## src/rtl/load_unit_pkg.sv

```systemverilog
// Shared types and load op encodings for the load unit.
// Op values mirror the ALUControl codes used across the pipeline.
package load_unit_pkg;

  localparam logic [7:0] EXE_LB_OP  = 8'b1110_0000;
  localparam logic [7:0] EXE_LH_OP  = 8'b1110_0001;
  localparam logic [7:0] EXE_LW_OP  = 8'b1110_0011;
  localparam logic [7:0] EXE_LBU_OP = 8'b1110_0100;
  localparam logic [7:0] EXE_LHU_OP = 8'b1110_0101;

  typedef enum logic [1:0] {
    ST_IDLE = 2'd0,
    ST_WAIT = 2'd1,
    ST_RESP = 2'd2
  } state_t;

  function automatic logic is_load(
    input logic [7:0] op
  );
    return (op == EXE_LB_OP)  ||
           (op == EXE_LBU_OP) ||
           (op == EXE_LH_OP)  ||
           (op == EXE_LHU_OP) ||
           (op == EXE_LW_OP);
  endfunction

  function automatic logic misaligned(
    input logic [7:0] op,
    input logic [1:0] off
  );
    logic r;
    r = 1'b0;
    case (op)
      EXE_LH_OP,
      EXE_LHU_OP: r = off[0];
      EXE_LW_OP:  r = |off;
      default:    r = 1'b0;
    endcase
    return r;
  endfunction

endpackage

```

## src/rtl/load_extract.sv

```systemverilog
// Big-endian lane select and sign/zero extension of a load word.
// Purely combinational so a forwarding path can reuse it.
module load_extract
  import load_unit_pkg::*;
(
  input  logic [7:0]  op,
  input  logic [1:0]  offset,
  input  logic [31:0] word,
  output logic [31:0] result
);

  logic [7:0]  b;
  logic [15:0] h;

  // pick the addressed lane, then extend per op
  always_comb begin
    b      = word[31:24];
    h      = word[31:16];
    result = word;
    unique case (offset)
      2'b00: b = word[31:24];
      2'b01: b = word[23:16];
      2'b10: b = word[15:8];
      2'b11: b = word[7:0];
    endcase
    h = offset[1] ? word[15:0] : word[31:16];
    case (op)
      EXE_LB_OP:  result = {{24{b[7]}}, b};
      EXE_LBU_OP: result = {24'h0, b};
      EXE_LH_OP:  result = {{16{h[15]}}, h};
      EXE_LHU_OP: result = {16'h0, h};
      default:    result = word;
    endcase
  end

endmodule

```

## src/rtl/load_unit.sv

```systemverilog
// MEM-stage load unit: word read, wait for data, extract and respond.
// Misaligned loads answer with adel and never touch memory.
module load_unit
  import load_unit_pkg::*;
#(
  parameter int unsigned MEM_TIMEOUT = 0
) (
  input  logic        clk,
  input  logic        rst,
  input  logic        req_valid,
  output logic        req_ready,
  input  logic [7:0]  op,
  input  logic [31:0] addr,
  output logic        mem_req,
  output logic [31:0] mem_addr,
  input  logic [31:0] mem_rdata,
  input  logic        mem_data_ok,
  output logic        rsp_valid,
  input  logic        rsp_ready,
  output logic [31:0] rsp_data,
  output logic        rsp_adel,
  output logic        rsp_buserr,
  output logic        busy
);

  localparam int TW =
    (MEM_TIMEOUT == 0) ? 1 : $clog2(MEM_TIMEOUT + 1);
  localparam int unsigned TL =
    (MEM_TIMEOUT == 0) ? 0 : MEM_TIMEOUT - 1;
  localparam logic [TW-1:0] TLAST = TL[TW-1:0];

  state_t        state;
  state_t        nxt;
  logic [7:0]    op_q;
  logic [1:0]    off_q;
  logic [TW-1:0] cnt;
  logic [31:0]   ext;
  logic          accept;
  logic          misal;
  logic          timeout;

  assign accept  = (state == ST_IDLE) && req_valid
                   && is_load(op);
  assign misal   = misaligned(op, addr[1:0]);
  assign timeout = (MEM_TIMEOUT != 0) && (cnt == TLAST);

  assign req_ready = (state == ST_IDLE);
  assign mem_req   = (state == ST_WAIT);
  assign rsp_valid = (state == ST_RESP);
  assign busy      = (state != ST_IDLE);

  load_extract u_extract (
    .op     (op_q),
    .offset (off_q),
    .word   (mem_rdata),
    .result (ext)
  );

  // state register
  always_ff @(posedge clk or posedge rst) begin
    if (rst) state <= ST_IDLE;
    else     state <= nxt;
  end

  // next-state decode
  always_comb begin
    nxt = state;
    unique case (state)
      ST_IDLE:
        if (accept) nxt = misal ? ST_RESP : ST_WAIT;
      ST_WAIT:
        if (mem_data_ok || timeout) nxt = ST_RESP;
      ST_RESP:
        if (rsp_ready) nxt = ST_IDLE;
      default: nxt = ST_IDLE;
    endcase
  end

  // request latch, wait counter and response registers
  always_ff @(posedge clk or posedge rst) begin
    if (rst) begin
      op_q       <= '0;
      off_q      <= '0;
      cnt        <= '0;
      mem_addr   <= '0;
      rsp_data   <= '0;
      rsp_adel   <= 1'b0;
      rsp_buserr <= 1'b0;
    end else begin
      if (accept) begin
        op_q       <= op;
        off_q      <= addr[1:0];
        cnt        <= '0;
        mem_addr   <= {addr[31:2], 2'b00};
        rsp_data   <= '0;
        rsp_adel   <= misal;
        rsp_buserr <= 1'b0;
      end
      if (state == ST_WAIT) begin
        if (mem_data_ok)
          rsp_data <= ext;
        else if (timeout)
          rsp_buserr <= 1'b1;
        else if (cnt != '1)
          cnt <= cnt + 1'b1;
      end
    end
  end

endmodule
```

## config.mk

```make
export PLATFORM = sky130hd
export DESIGN_NAME = load_unit
export DESIGN_NICKNAME = d
export VERILOG_FILES = /design/src/rtl/load_unit_pkg.sv /design/src/rtl/load_extract.sv /design/src/rtl/load_unit.sv
export SDC_FILE = /design/constraint.sdc
export NUM_CORES = 1
export LEC_CHECK = 0
export CAP_MARGIN = 10
export CELL_PAD_IN_SITES_DETAIL_PLACEMENT = 1
export CELL_PAD_IN_SITES_GLOBAL_PLACEMENT = 2
export CORE_UTILIZATION = 28
export CTS_BUF_LIST = sky130_fd_sc_hd__clkbuf_4 sky130_fd_sc_hd__clkbuf_8
export DETAILED_ROUTE_END_ITERATION = 8
export MAX_ROUTING_LAYER = met4
export PLACE_DENSITY_LB_ADDON = 0.1
export REMOVE_ABC_BUFFERS = 1
export SYNTH_ARGS = -nofsm -noshare
export SYNTH_HDL_FRONTEND = slang
export SYNTH_HIERARCHICAL = 1
export SYNTH_SLANG_ARGS = --single-unit
```

## constraint.sdc

```tcl
create_clock -name clk -period 2.9 [get_ports clk]
set_clock_uncertainty 0.1 [all_clocks]
set_input_delay 0.58 -clock clk [delete_from_list [all_inputs] [get_ports clk]]
set_output_delay 0.58 -clock clk [all_outputs]
set_load 0.02 [all_outputs]
```

Word level (Yosys, flattened, before mapping)
Cells that the tools add are included.
{ "op_classes": {"reduce_logical": 12, "n_eq_ne": 17, "n_mux": 12} }
{ "ops": {"columns": ["operator", "n"], "rows": [
  ["one-hot mux 32 bit (4 select lines)", 1],
  ["2-to-1 mux 32 bit", 3],
  ["== test 8 bit (second input constant)", 9],
  ["one-hot mux 8 bit (4 select lines)", 1],
  ["2-to-1 mux 16 bit", 1],
  ["2-to-1 mux 2 bit", 4],
  ["== test 2 bit (second input constant)", 3],
  ["inequality test 2 x 1 -> 1 bit (second input constant)", 3],
  ["one-hot mux 2 bit (3 select lines)", 1],
  ["== test 2 x 1 -> 1 bit (second input constant)", 2],
  ["zero test 2 bit", 2],
  ["logical OR 1 bit", 4],
  ["OR reduction 2 bit", 2],
  ["AND reduction 3 bit", 1],
  ["logical AND 1 bit", 2],
  ["one-hot mux 1 bit (2 select lines)", 1],
  ["nonzero test 2 bit", 1]
]} }
{ "totals": {"regBits": 75, "inputBits": 77, "out_inout_bits": 70, "word_cells": 47} }

Depth between registers and ports, before layout
{ "depth": {"depth_word": 9, "mapped_depth": 8, "mapped_depth_nobuf": 5} }

Hierarchy
The synthesis kept the hierarchy.
{ "by_module_without_submodules": {"columns": ["mod", "n_inst", "area_per_inst_um2", "seq_area_each_um2", "cells_each"], "rows": [
  ["load_unit", 1, 3105.5, 1876.8, 250],
  ["load_extract", 1, 994.7, 0.0, 118]
]} }

Least setup slack after synthesis
No wires, ideal clock.
{ "synth_timing": {"path_type": "input port to flip-flop", "startpoint": "in op[3]", "endpoint": "reg mem_addr[19]", "slack_ns": 0.698, "path_stages": 5, "required_time_ns": 2.673, "arrival_ns": 1.975, "path_buffers": 2, "setup_time_ns": 0.127, "path_cell_list": "or4_4 -> a211oi_2 -> buf_6 -> buf_6 -> mux2_1"} }
{ "synth_between": {"elab_chain_cells": 6, "elab_cells_between_ends": 10, "cone_classes": "eq/ne: 5; reduce/logical: 5"} }
{ "synth_rtl": {"columns": ["element", "line_no", "source"], "rows": [
  ["start, declared", "load_unit.sv:12", "input logic [7:0] op,"],
  ["== test 8 bit, on equally long branches", "load_unit_pkg.sv:20, load_unit_pkg.sv:21", null],
  ["logical OR 1 bit", "load_unit_pkg.sv:20", "return (op == EXE_LB_OP) ||"],
  ["logical OR 1 bit", "load_unit_pkg.sv:21", "(op == EXE_LBU_OP) ||"],
  ["logical OR 1 bit", "load_unit_pkg.sv:22", "(op == EXE_LH_OP) ||"],
  ["logical OR 1 bit *", "load_unit_pkg.sv:23", "(op == EXE_LHU_OP) ||"],
  ["logical AND 1 bit *", "load_unit.sv:43", "&& is_load(op);"],
  ["end signal, assigned", "load_unit.sv:94", "mem_addr <= {addr[31:2], 2'b00};"],
  ["end, declared", "load_unit.sv:15", "output logic [31:0] mem_addr,"]
]} }
Mark *: on every way between the ends. The rest lies on a longest branch, timed or not.
A chain may end at the register's enable or synchronous reset.

Worst setup path after layout
{ "layout_timing": {"startpoint": "reg state[1]", "endpoint": "out req_ready"} }
{ "layout_between": {"elab_chain_cells": 1} }
{ "layout_rtl": {"columns": ["element", "line_no", "source"], "rows": [
  ["start, declared", "load_unit.sv:32", "state_t state;"],
  ["start signal, assigned", "load_unit.sv:62", "else state <= nxt;"],
  ["zero test 2 bit", "load_unit.sv:47", "assign req_ready = (state == ST_IDLE);"],
  ["end, declared", "load_unit.sv:11", "output logic req_ready,"]
]} }
No other way between the ends.

==> results.py <==
metrics = {
    "routing": {
        "vias_per_cell": 4.914,
        "drt_iter0_drc": 98,
        "ant_nets": 0,
        "drt-wirelength-per-cell_um": 17.80,
        "route.detailed.drc": 0,
        "vias": 3376,
        "wl_mm": 12.23,
        "first_pass_iters": 4,
    },
    "sta": {
        "rsz0062_at_grt": "no",
        "finalSetupViolCount": 0,
        "fin_hold_ws_ps": 384.2,
        "slew_headroom": 0.5048,
        "tightest_slew_ps": 742.8,
        "final.setup.worst_slack_ps": 450.8,
        "hold_viol": 0,
        "min_period_over_period": 0.8445,
        "slew_violations": 0,
        "period_needed_ps": 2449,
        "fmaxAchievable_ghz": 0.4083,
    },
    "power": {
        "power_density_nw_per_um2": 609.3,
        "p_leak_nw": 2.425,
        "ir_worst_vdd_v": 0.0002233,
        "p_total_mw": 3.604,
    },
    "floorplanning": {
        "die_area_um2": 15130,
        "num_rows": 43,
        "core_area_um2": 14100,
        "start_util": 0.2909,
        "io_pins": 147,
        "die_w_um": 123.0,
        "die_h_um": 123.0,
    },
    "cts": {
        "cts_buffers": 9,
        "cts_tree": "built",
        "post_cts_resized": 0,
        "clock_latency_ps": 360,
        "cts_setup_buffers": 0,
        "cts_sinks": 75,
        "clk_path_buf_depth": 2,
        "clk_pin_slew_ps": 80,
        "cts.htree.levels": 3,
        "postCtsHoldBufs": 0,
        "ctsRootBufferMaster": "clkbuf_8",
    },
    "finish": {
        "nNetsFinal": 580,
        "nFillCells": 1559,
        "fin_area_um2": 5914,
        "n_antenna_cell": 0,
        "drive_gt1_frac": 0.1637,
        "syn2layout_area_growth_pct": 44.25,
    },
    "setup_path": {
        "cp_top_family": "buffers and inverters",
        "slowest_stage": "clkdlybuf4s50_1",
        "path_class": "reg -> out",
        "critPathCaptureType": "output port",
        "cp_num_buf_inv": 2,
        "timing.critical_path.cells": "or2_2 -> inv_1 -> clkdlybuf4s50_1",
        "max_stage_delay_ps": 590,
        "arrival_ps": 1770,
        "rrSetupSlack_ps": 570,
        "crit_required_ps": 2220,
        "cp_max_fo": 6,
        "cp-start-kind": "flop",
    },
    "yosys": {
        "syn_area_um2": 4100,
        "ys_seq_elements": 75,
        "syn_inst": 368,
        "avgSynthCellArea_um2": 11.14,
        "synth_top_cell_by_area": "dfrtp_1",
        "synthAdderAreaFrac": 0,
        "synth_common_cells": "dfrtp_1, nand2_1, o21ai_0",
        "yosysTopAreaCellShare": 0.4577,
        "synth_top_family_by_area": "multiplexers",
        "synth_area_leaders": "dfrtp_1, mux2_4, nand2_1, o2bb2ai_1, o21ai_0",
        "synth_mux_area_frac": 0.1977,
        "synth-seq-area-share": 0.4577,
        "synth_xor_area_frac": 0,
        "yosysMostFrequentCell": "dfrtp_1",
        "synth_flop_cell": "dfrtp_1",
        "synthArstFlopShare": 1.000,
        "yosys.area_share.simple": 0.1150,
        "synth_edf_count": 0,
        "ys_warn_count": 6,
        "synth_compound_area_frac": 0.1550,
        "yosysUniqueCellTypes": 41,
    },
    "run_status": {
        "status": "finished clean",
    },
    "placed_design": {
        "numPortBuffers": 143,
        "placed_cell_area_um2": 5677,
        "gp_congestion": 0.7439,
        "pre_cts_slack_ps": 78.03,
        "dpl.hpwl_mm": 8.412,
    },
    "flow_run": {
        "drv_cap": 0,
    },
    "grt": {
        "first_global_vias": 3674,
        "grt_overflow": 0,
        "grt_pass1_wl_mm": 19.37,
        "grt_max_degree": 46,
        "antenna_found_initial": 0,
        "track_usage": 0.1748,
    },
    "min_path": {
        "hp-class": "reg -> reg",
    },
}
state kept, by name (all words and copies together), names as in the netlist:
name and flops:
off_q 2, rsp_adel 1, mem_addr 30, rsp_data 32
op_q 8, state 2
area by class of cell:
type	count	area [um^2]	area share
Timing Repair Buffer	160	1584	0.2678
Multi-Input combinational cell	243	1937	0.3275
Tap cell	180	225.2	0.03808
Inverter	14	53.80	0.009097
Clock buffer	9	123.9	0.02094
Sequential cell	75	1877	0.3173
Clock inverter	6	113.9	0.01925
final timing paths:
path	depth (start not counted)	from	to
hold reg to reg	1	op_q[6]$_DFFE_PP0P_	op_q[6]$_DFFE_PP0P_
min in group asynchronous	2	rst	mem_addr[7]$_DFFE_PP0P_
hold / removal	1	op_q[6]$_DFFE_PP0P_	op_q[6]$_DFFE_PP0P_
setup reg to reg	5	op_q[4]$_DFFE_PP0P_	rsp_data[3]$_DFF_PP0_
setup / recovery	3	state[1]$_DFFE_PP0P_	req_ready
max in group asynchronous	3	rst	rsp_data[24]$_DFF_PP0_
routing by layer:
metal,GRT usage,wire length [um],up-vias
li1,-,-,1582
met3,0.03137,504,13
met1,0.2112,5533,1688
met4,0.06551,155,0
met5,-,0,-
met2,0.2911,6038,93
per-stage QoR:
step	setup TNS [ps]	cells	utilization
after floorplan	-142910	332	-
after global placement	0	672	0.4027
after detailed placement	0	672	0.4027
after CTS	0	687	0.4196
after global routing	0	687	0.4196
final	0	687	0.4196
report_power, final:
| group | switching (mW) | internal (mW) |
|---|---|---|
| registers | 0.129 | 1.23 |
| clock network | 0.433 | 0.570 |
| logic | 0.594 | 0.650 |
| total | 1.16 | 2.45 |
kinds of logic after synthesis:
family,after synthesis
and+or+nand+nor,100
muxes,53
other,1
AOI/OAI and AO/OA,87
DFF,75
buffers and inverters,52
cells in the final DEF, fill, tap and decap left out, types with 8 or more instances in the layout:
master / Yosys / routed
dfrtp_1: 75 / 75
o41ai_1: 8 / 8
clkbuf_8: 0 / 9
nand2b_1: 11 / 11
o2bb2ai_1: 22 / 22
nor4_1: 8 / 8
o21ai_0: 32 / 32
inv_1: 14 / 13
mux2_4: 30 / 30
a221oi_1: 8 / 8
clkdlybuf4s50_1: 0 / 143
nand2_1: 65 / 65
buf_4: 5 / 15
No activity file was read; power rests on OpenSTA's default activity.
